==> config.mk <==
export PLATFORM = sky130hd
export DESIGN_NAME = scan_mux_nto1
export DESIGN_NICKNAME = d
export VERILOG_FILES = /design/src/rtl/scan_mux_nto1.sv
export SDC_FILE = /design/constraint.sdc
export NUM_CORES = 1
export LEC_CHECK = 0
export CORE_MARGIN = 2
export CORE_UTILIZATION = 43
export CTS_CLUSTER_SIZE = 28
export DETAILED_ROUTE_END_ITERATION = 16
export HOLD_SLACK_MARGIN = 0.02
export PLACE_DENSITY = 0.82
export SLEW_MARGIN = 25
export SYNTH_ARGS = -nofsm -noshare
export SYNTH_HDL_FRONTEND = slang
export SYNTH_SLANG_ARGS = --single-unit
==> constraint.sdc <==
create_clock -name clk -period 6.1 [get_ports clk]
set_input_delay 0.61 -clock clk [delete_from_list [all_inputs] [get_ports clk]]
set_output_delay 0.61 -clock clk [all_outputs]
set_load 0.02 [all_outputs]
==> src/rtl/scan_mux_nto1.sv <==
// scan_mux_nto1: N-channel registered multiplexer with a valid/ready output.
// Manual mode picks the channel named by sel; scan mode walks round-robin over
// the channels enabled in en_mask, optionally idling 'dwell' cycles between an
// accepted sample and the next one. One sample slot; it is held under back-pressure.
module scan_mux_nto1 #(
  parameter  int N_CH    = 8,
  parameter  int DW      = 8,
  parameter  int DWELL_W = 8,
  localparam int SW      = $clog2(N_CH)
) (
  input  logic                 clk,
  input  logic                 rst_n,
  input  logic [N_CH*DW-1:0]   din,
  input  logic                 mode,
  input  logic [SW-1:0]        sel,
  input  logic [N_CH-1:0]      en_mask,
  input  logic [DWELL_W-1:0]   dwell,
  input  logic                 out_ready,
  output logic                 out_valid,
  output logic [DW-1:0]        out_data,
  output logic [SW-1:0]        out_ch
);

  // IDLE: slot empty; VALID: sample pending; WAIT: dwell gap after an accept.
  typedef enum logic [1:0] {
    S_IDLE,
    S_VALID,
    S_WAIT
  } state_t;

  state_t             state_q, state_d;
  logic [DW-1:0]      data_q, data_d;
  logic [SW-1:0]      ch_q, ch_d;
  logic [SW-1:0]      ptr_q, ptr_d;
  logic [DWELL_W-1:0] cnt_q, cnt_d;

  logic [DW-1:0]      ch_data [N_CH];

  logic [DW-1:0]      man_data;
  logic               scan_found;
  logic [SW-1:0]      scan_ch;
  logic [SW-1:0]      scan_ptr_next;
  logic               issue;

  // Split the packed input bus into one word per channel.
  for (genvar k = 0; k < N_CH; k++) begin : g_unpack
    assign ch_data[k] = din[k*DW +: DW];
  end

  // Manual selection; a select beyond the last channel yields zero data.
  always_comb begin
    man_data = '0;
    for (int k = 0; k < N_CH; k++) begin
      if (sel == SW'(k)) man_data = ch_data[SW'(k)];
    end
  end

  // Round-robin search: first enabled channel at or after ptr, wrapping at N_CH.
  always_comb begin
    int idx;
    idx        = 0;
    scan_found = 1'b0;
    scan_ch    = '0;
    for (int i = 0; i < N_CH; i++) begin
      idx = int'(ptr_q) + i;
      if (idx >= N_CH) idx = idx - N_CH;
      if (!scan_found && en_mask[SW'(idx)]) begin
        scan_found = 1'b1;
        scan_ch    = SW'(idx);
      end
    end
    scan_ptr_next = (scan_ch == SW'(N_CH - 1)) ? '0 : scan_ch + SW'(1);
  end

  // Next-state logic: decide whether this edge is an issue point, then issue
  // according to the mode seen at this edge.
  always_comb begin
    // NOTE: every variable gets a default before the case statement so no
    // path leaves one unassigned, which would otherwise infer a latch.
    state_d = state_q;
    data_d  = data_q;
    ch_d    = ch_q;
    ptr_d   = ptr_q;
    cnt_d   = cnt_q;
    issue   = 1'b0;

    unique case (state_q)
      S_IDLE: issue = 1'b1;
      S_VALID: begin
        if (out_ready) begin
          if (!mode || dwell == '0) begin
            issue = 1'b1;
          end else begin
            cnt_d   = dwell;
            state_d = S_WAIT;
          end
        end
      end
      S_WAIT: begin
        // WAIT is only entered from scan mode, so mode=0 here means the
        // scan was abandoned: serve the manual select right away.
        if (!mode || cnt_q == DWELL_W'(1)) begin
          issue = 1'b1;
        end else begin
          cnt_d = cnt_q - DWELL_W'(1);
        end
      end
      default: state_d = S_IDLE;
    endcase

    if (issue) begin
      cnt_d = '0;
      if (!mode) begin
        data_d  = man_data;
        ch_d    = sel;
        state_d = S_VALID;
      end else if (scan_found) begin
        data_d  = ch_data[scan_ch];
        ch_d    = scan_ch;
        ptr_d   = scan_ptr_next;
        state_d = S_VALID;
      end else begin
        state_d = S_IDLE;
      end
    end
  end

  // State and datapath registers; reset empties the slot immediately.
  always_ff @(posedge clk or negedge rst_n) begin
    if (!rst_n) begin
      state_q <= S_IDLE;
      data_q  <= '0;
      ch_q    <= '0;
      ptr_q   <= '0;
      cnt_q   <= '0;
    end else begin
      // NOTE: non-blocking assignments so every register samples the values
      // from before this edge, independent of statement order.
      state_q <= state_d;
      data_q  <= data_d;
      ch_q    <= ch_d;
      ptr_q   <= ptr_d;
      cnt_q   <= cnt_d;
    end
  end

  assign out_valid = (state_q == S_VALID);
  assign out_data  = data_q;
  assign out_ch    = ch_q;

endmodule

==> impl_metrics.py, run 1 <==
metrics = {
    "clock_network": {
        "numCtsBuffers": 3,
        "cts_setup_buffers": 0,
        "postCtsHoldBufs": 0,
        "clk_latency_ps": 280,
        "cts_resized": 0,
        "cts.sink_count": 24,
        "tritoncts": "yes",
        "cts_htree_levels": 1,
        "clk_pin_slew_worst_paths_ps": 90,
        "root_buffer": "clkbuf_8",
        "cts.path.max_buffers": 2,
    },
    "worst_setup_path": {
        "reg2reg_setup_slack_ps": 950,
        "r2r_start": "ptr_q[1]",
        "r2r_end": "ptr_q[2]",
        "crit_chain": "inv_1, ha_1, mux2i_1, mux4_2, a32o_2, a221oi_2, or2_1, nand2_4, ha_1, ha_1, mux2_2",
        "cp.required_ps": 6270,
        "crit_path_max_incr_delay_ps": 830,
        "ff2ff_path_depth": 11,
        "path_class": "reg2reg",
        "crit_family": "adder cells",
        "critPathBufInv": 1,
        "cp_max_fo": 34,
        "crit_slowest_cell": "dfrtp_1",
        "startpoint": "ptr_q[1]",
        "crit_path_end_kind": "flip-flop",
        "arrival_ps": 5320,
        "path_common_cell": "ha_1",
        "critPathLaunchType": "flip-flop",
    },
    "synthesis": {
        "synthTopCellsByArea": "dfrtp_1 (18%), mux4_2 (17%), and3_1 (4.6%)",
        "yosysSeqAreaShare": 0.177,
        "synth_top_flop_cell": "dfrtp_1",
        "ys_types": 66,
        "yosysMostFrequentCell": "o21ai_0",
        "synth_cells": 359,
        "synth.avg_cell_area_um2": 9.47,
        "syn-num-nets": 452,
        "synth_xor_area_frac": 0.0103,
        "synth_top_cell_by_area": "dfrtp_1",
        "ys_ff_latch": 24,
        "yosysTopAreaCellShare": 0.177,
        "synth_simple_gate_area_share": 0.175,
        "synth_edf_count": 0,
        "synth_top_family_by_area": "compound AO/OA/AOI/OAI gates",
        "yosysWarningCount": 0,
        "synth_async_sr_flop_share": 1.00,
        "synthMuxAreaShare": 0.232,
        "synthAdderAreaFrac": 0.0221,
        "syn_area_um2": 3400,
        "synth_compound_area_frac": 0.317,
        "yosys-top-cells-count": "o21ai_0 (29), mux4_2 (26), and3_1 (25)",
    },
    "cells_and_area": {
        "final_core_utilization": 0.575,
        "n_antenna_cell": 0,
        "final_layout_size_suffix_gt1_frac": 0.161,
        "multiInputGateArea_um2": 2570,
        "nets": 530,
        "fillCellCount": 681,
        "regArea_um2": 601,
        "synthToLayoutAreaGrowth_pct": 30.0,
    },
    "placed_design": {
        "pre_cts_ws_ps": 993,
        "place_congestion": 0.940,
        "port_buffers": 98,
        "place_hpwl_um": 7860,
    },
    "hold_path": {
        "hold_path.class": "in2async",
    },
    "global_route": {
        "grt_max_degree": 35,
        "antenna_found_initial": 0,
        "grt_overflow": 0,
        "grt_usage": 0.237,
        "grt_pass1_vias": 3273,
        "grt_pass1_wl_um": 16600,
    },
    "sta": {
        "relSlewSlack": 0.419,
        "max_freq_mhz": 194,
        "worstMarginPinSlew_ps": 872,
        "post-route-min-period_ps": 5150,
        "rsz0062_at_grt": "false",
        "setup_viol": 0,
        "layout_setup_ws_ps": 952,
        "finClkSkew_ps": 4.02,
        "finalCritPeriodShare": 0.844,
        "fin_tns_setup_ps": 0,
        "hold_viol_final": 0,
        "whs_ps": 311,
        "maxSlewViolCount": 0,
    },
    "drt": {
        "wire_per_inst_um": 18.9,
        "wl_um": 10200,
        "drc": 0,
        "first_pass_iters": 5,
        "via_per_inst": 6.34,
        "vias": 3413,
        "drt_iter0_drc": 278,
        "ant_nets": 0,
    },
    "flow_run": {
        "max_cap_violations": 0,
    },
    "die": {
        "start_util": 0.442,
        "dieArea_um2": 8630,
        "die_y_um": 92.9,
        "ios": 99,
        "rows": 32,
        "dieWidth_um": 92.9,
        "core_area_um2": 7690,
    },
    "power_and_ir_drop": {
        "total_power_w": 0.00254,
        "leakage_nw": 1.64,
        "p_per_area_nw_per_um2": 576,
        "vdd_drop_max_v": 0.000327,
    },
    "outcome": {
        "outcome": "finished clean",
    },
}
[flip-flops by register name, summed over array words and instances (netlist names)]
signal and flops:
out_data 8, ptr_q 3, cnt_q 8, state_q 2, out_ch 3
[kinds of logic (layout without fill, tap and decap cells)]
| family | after synthesis | after routing |
|---|---|---|
| simple gates | 103 | 103 |
| compound gates | 137 | 137 |
| xor+xnor | 4 | 4 |
| flops | 24 | 24 |
| buf+inv | 42 | 119 |
| mux | 43 | 43 |
| fa+ha+maj | 6 | 6 |
[through the flow]
step | area [um^2] | cells
floorplan | 3400 | 359
global placement | 4340 | 533
detailed placement | 4350 | 534
CTS | 4420 | 538
global route | 4420 | 538
finish | 4420 | 538
[final cells by class]
type	count	share of cell area
clock buffer	3	0.00934
multi-input combinational	293	0.581
clock inverter	1	0.00680
timing repair buffer	100	0.225
inverter	15	0.0133
tap	102	0.0289
sequential	24	0.136
[report_power, final]
part           internal, W  switching (W)  leakage [nW]
registers         0.000233       0.000117         0.306
logic             0.000852        0.00120          1.30
clock network    0.0000879      0.0000564        0.0357
[per-layer routing]
metal	up-vias	track usage	part of all wire
met4	0	0.0429	0.014
li1	1583	-	-
met3	16	0.0342	0.084
met2	180	0.388	0.47
met5	-	0	0
met1	1634	0.337	0.43
[worst max-delay path by stage]
stage,endpoint,slack (ps),cells past startpoint
after floorplan,ptr_q[2],2100,16
after global placement,ptr_q[2],1200,11
after detailed placement,ptr_q[2],990,11
after CTS,ptr_q[2],960,11
after global routing,ptr_q[2],570,11
final,ptr_q[2],950,11
[cell usage in the layout, fill, tap and decap left out, types with 5 or more instances in the layout]
| cell | n |
|---|---|
| ha_1 | 6 |
| o21ai_1 | 5 |
| mux4_2 | 26 |
| mux2i_1 | 8 |
| a31o_1 | 8 |
| nor2_1 | 14 |
| nand3_1 | 11 |
| clkdlybuf4s50_1 | 97 |
| o21ai_0 | 29 |
| a21oi_1 | 19 |
| inv_1 | 13 |
| and3_1 | 25 |
| a21boi_0 | 16 |
| dfrtp_1 | 24 |
| a211oi_2 | 9 |
| o211ai_1 | 17 |
| nor3_1 | 5 |
| mux2_2 | 5 |
| o2111ai_1 | 7 |
| nand2_1 | 18 |
| nor3b_1 | 8 |
Power figures use the tool's default switching activity.
==> inputs of run 2 (changes only) <==
--- a/config.mk
+++ b/config.mk
@@ -10,7 +10,7 @@
 export CTS_CLUSTER_SIZE = 28
 export DETAILED_ROUTE_END_ITERATION = 16
 export HOLD_SLACK_MARGIN = 0.02
-export PLACE_DENSITY = 0.82
+export PLACE_DENSITY = 0.84
 export SLEW_MARGIN = 25
 export SYNTH_ARGS = -nofsm -noshare
 export SYNTH_HDL_FRONTEND = slang
==> constraint.sdc (replaced) <==
create_clock -name clk -period 4.67 [get_ports clk]
set_input_delay 0.467 -clock clk [delete_from_list [all_inputs] [get_ports clk]]
set_output_delay 0.467 -clock clk [all_outputs]
set_load 0.02 [all_outputs]
==> impl_metrics.py, run 2 (synthesized netlist as in run 1, its figures left out) <==
metrics = {
    "outcome": {
        "outcome": "finished clean",
    },
    "die": {
        "die_y_um": 92.9,
        "ios": 99,
        "dieWidth_um": 92.9,
        "start_util": 0.442,
        "rows": 32,
        "dieArea_um2": 8630,
        "core_area_um2": 7690,
    },
    "worst_setup_path": {
        "r2r_start": "ptr_q[1]",
        "endpoint": "ptr_q[0]",
        "arrival_ps": 4110,
        "path_class": "reg2reg",
        "cp_max_fo": 34,
        "ff2ff_path_depth": 12,
        "cp.required_ps": 4830,
        "startpoint": "ptr_q[1]",
        "reg2reg_setup_slack_ps": 720,
        "r2r_end": "ptr_q[0]",
        "critPathLaunchType": "flip-flop",
        "crit_path_end_kind": "flip-flop",
    },
    "cells_and_area": {
        "final_layout_size_suffix_gt1_frac": 0.168,
        "final_cell_mix": "clkdlybuf4s50_1 (98), o21ai_0 (29), mux4_2 (26)",
        "nets": 535,
        "n_antenna_cell": 0,
        "synthToLayoutAreaGrowth_pct": 31.2,
        "final_common_cell": "clkdlybuf4s50_1",
    },
    "clock_network": {
        "clk_latency_ps": 280,
        "root_buffer": "clkbuf_8",
        "numCtsBuffers": 3,
        "tritoncts": "yes",
        "cts.sink_count": 24,
        "cts_resized": 0,
        "clk_pin_slew_worst_paths_ps": 90,
        "cts_setup_buffers": 0,
        "cts_htree_levels": 1,
        "cts.path.max_buffers": 2,
        "postCtsHoldBufs": 0,
    },
    "global_route": {
        "grt_pass1_wl_um": 16400,
        "antenna_found_initial": 0,
        "grt_usage": 0.236,
        "grt_pass1_vias": 3407,
        "grt_max_degree": 35,
        "grt_overflow": 0,
    },
    "hold_path": {
        "hold_path.class": "reg2reg",
    },
    "sta": {
        "rsz0062_at_grt": "false",
        "relSlewSlack": 0.479,
        "max_freq_mhz": 253,
        "post-route-min-period_ps": 3950,
        "worstMarginPinSlew_ps": 782,
        "setup_viol": 0,
        "maxSlewViolCount": 0,
        "fin_tns_setup_ps": 0,
        "finClkSkew_ps": 3.98,
        "hold_viol_final": 0,
        "layout_setup_ws_ps": 718,
        "finalCritPeriodShare": 0.846,
    },
    "power_and_ir_drop": {
        "vdd_drop_max_v": 0.000398,
        "leakage_nw": 1.66,
        "p_per_area_nw_per_um2": 754,
        "total_power_w": 0.00336,
    },
    "drt": {
        "ant_nets": 0,
        "via_per_inst": 6.38,
        "drt_iter0_drc": 359,
        "drc": 0,
        "wire_per_inst_um": 18.7,
        "first_pass_iters": 5,
        "vias": 3462,
        "wl_um": 10100,
    },
    "placed_design": {
        "pre_cts_ws_ps": 720,
        "port_buffers": 98,
        "place_congestion": 0.906,
        "place_hpwl_um": 7900,
    },
    "flow_run": {
        "max_cap_violations": 0,
    },
}
run 2: changes by cell type in the layout (fill, tap and decap cells not counted), sizes merged:
| cell | delta |
|---|---|
| clkdlybuf4s50 | +1 |
| buf | +4 |
run 2: worst max-delay path, stage by stage, from the launching register on:
cell and delay, ps:
dfrtp_1 350, inv_1 120, ha_1 660, mux2i_1 180, mux4_2 510, a32o_2 350
a221oi_2 240, or2_1 120, buf_4 260, nand2_4 210, ha_1 260, ha_1 180
o31ai_1 360
run 2: per-layer routing:
layer	track usage	wire length, um	vias up
met1	0.319	4130	1658
met5	0	0	-
met3	0.0382	852	23
met2	0.400	4980	183
li1	-	-	1598
met4	0.0466	175	0
run 2: layout make-up:
| cell class | count | area (um^2) |
|---|---|---|
| inverters | 15 | 58.8 |
| fillers | 683 | 3230 |
| repair buffers | 105 | 1030 |
| flip-flops and latches | 24 | 601 |
| well taps | 102 | 128 |
| clock inverters | 1 | 30.0 |
| multi-input cells | 293 | 2570 |
| clock buffers | 3 | 41.3 |
run 2: through the flow:
stage	hold WS [ps]	cell area, um^2	util	instances
6_report	504	4460	0.580	543
5_1_grt	551	4460	0.580	543
4_1_cts	513	4460	0.580	543
3_5_place_dp	492	4390	0.571	539
3_3_place_gp	486	4390	0.571	539
2_1_floorplan	171	3400	-	359
run 2: worst min path at each step:
stage | startpoint | endpoint | slack [ps] | cells past startpoint
2_1_floorplan | rst_n | cnt_q[0] | 170 | 0
3_3_place_gp | out_ch[0] | out_ch[0] | 490 | 2
3_5_place_dp | out_ch[2] | out_ch[2] | 490 | 2
4_1_cts | out_ch[2] | out_ch[2] | 510 | 2
5_1_grt | out_ch[2] | out_ch[2] | 550 | 2
6_report | out_ch[2] | out_ch[2] | 500 | 2
run 2: report_power, final:
group / internal [W] / switching (W)
clock network: 0.000115 / 0.0000738
registers: 0.000305 / 0.000102
logic: 0.00114 / 0.00162
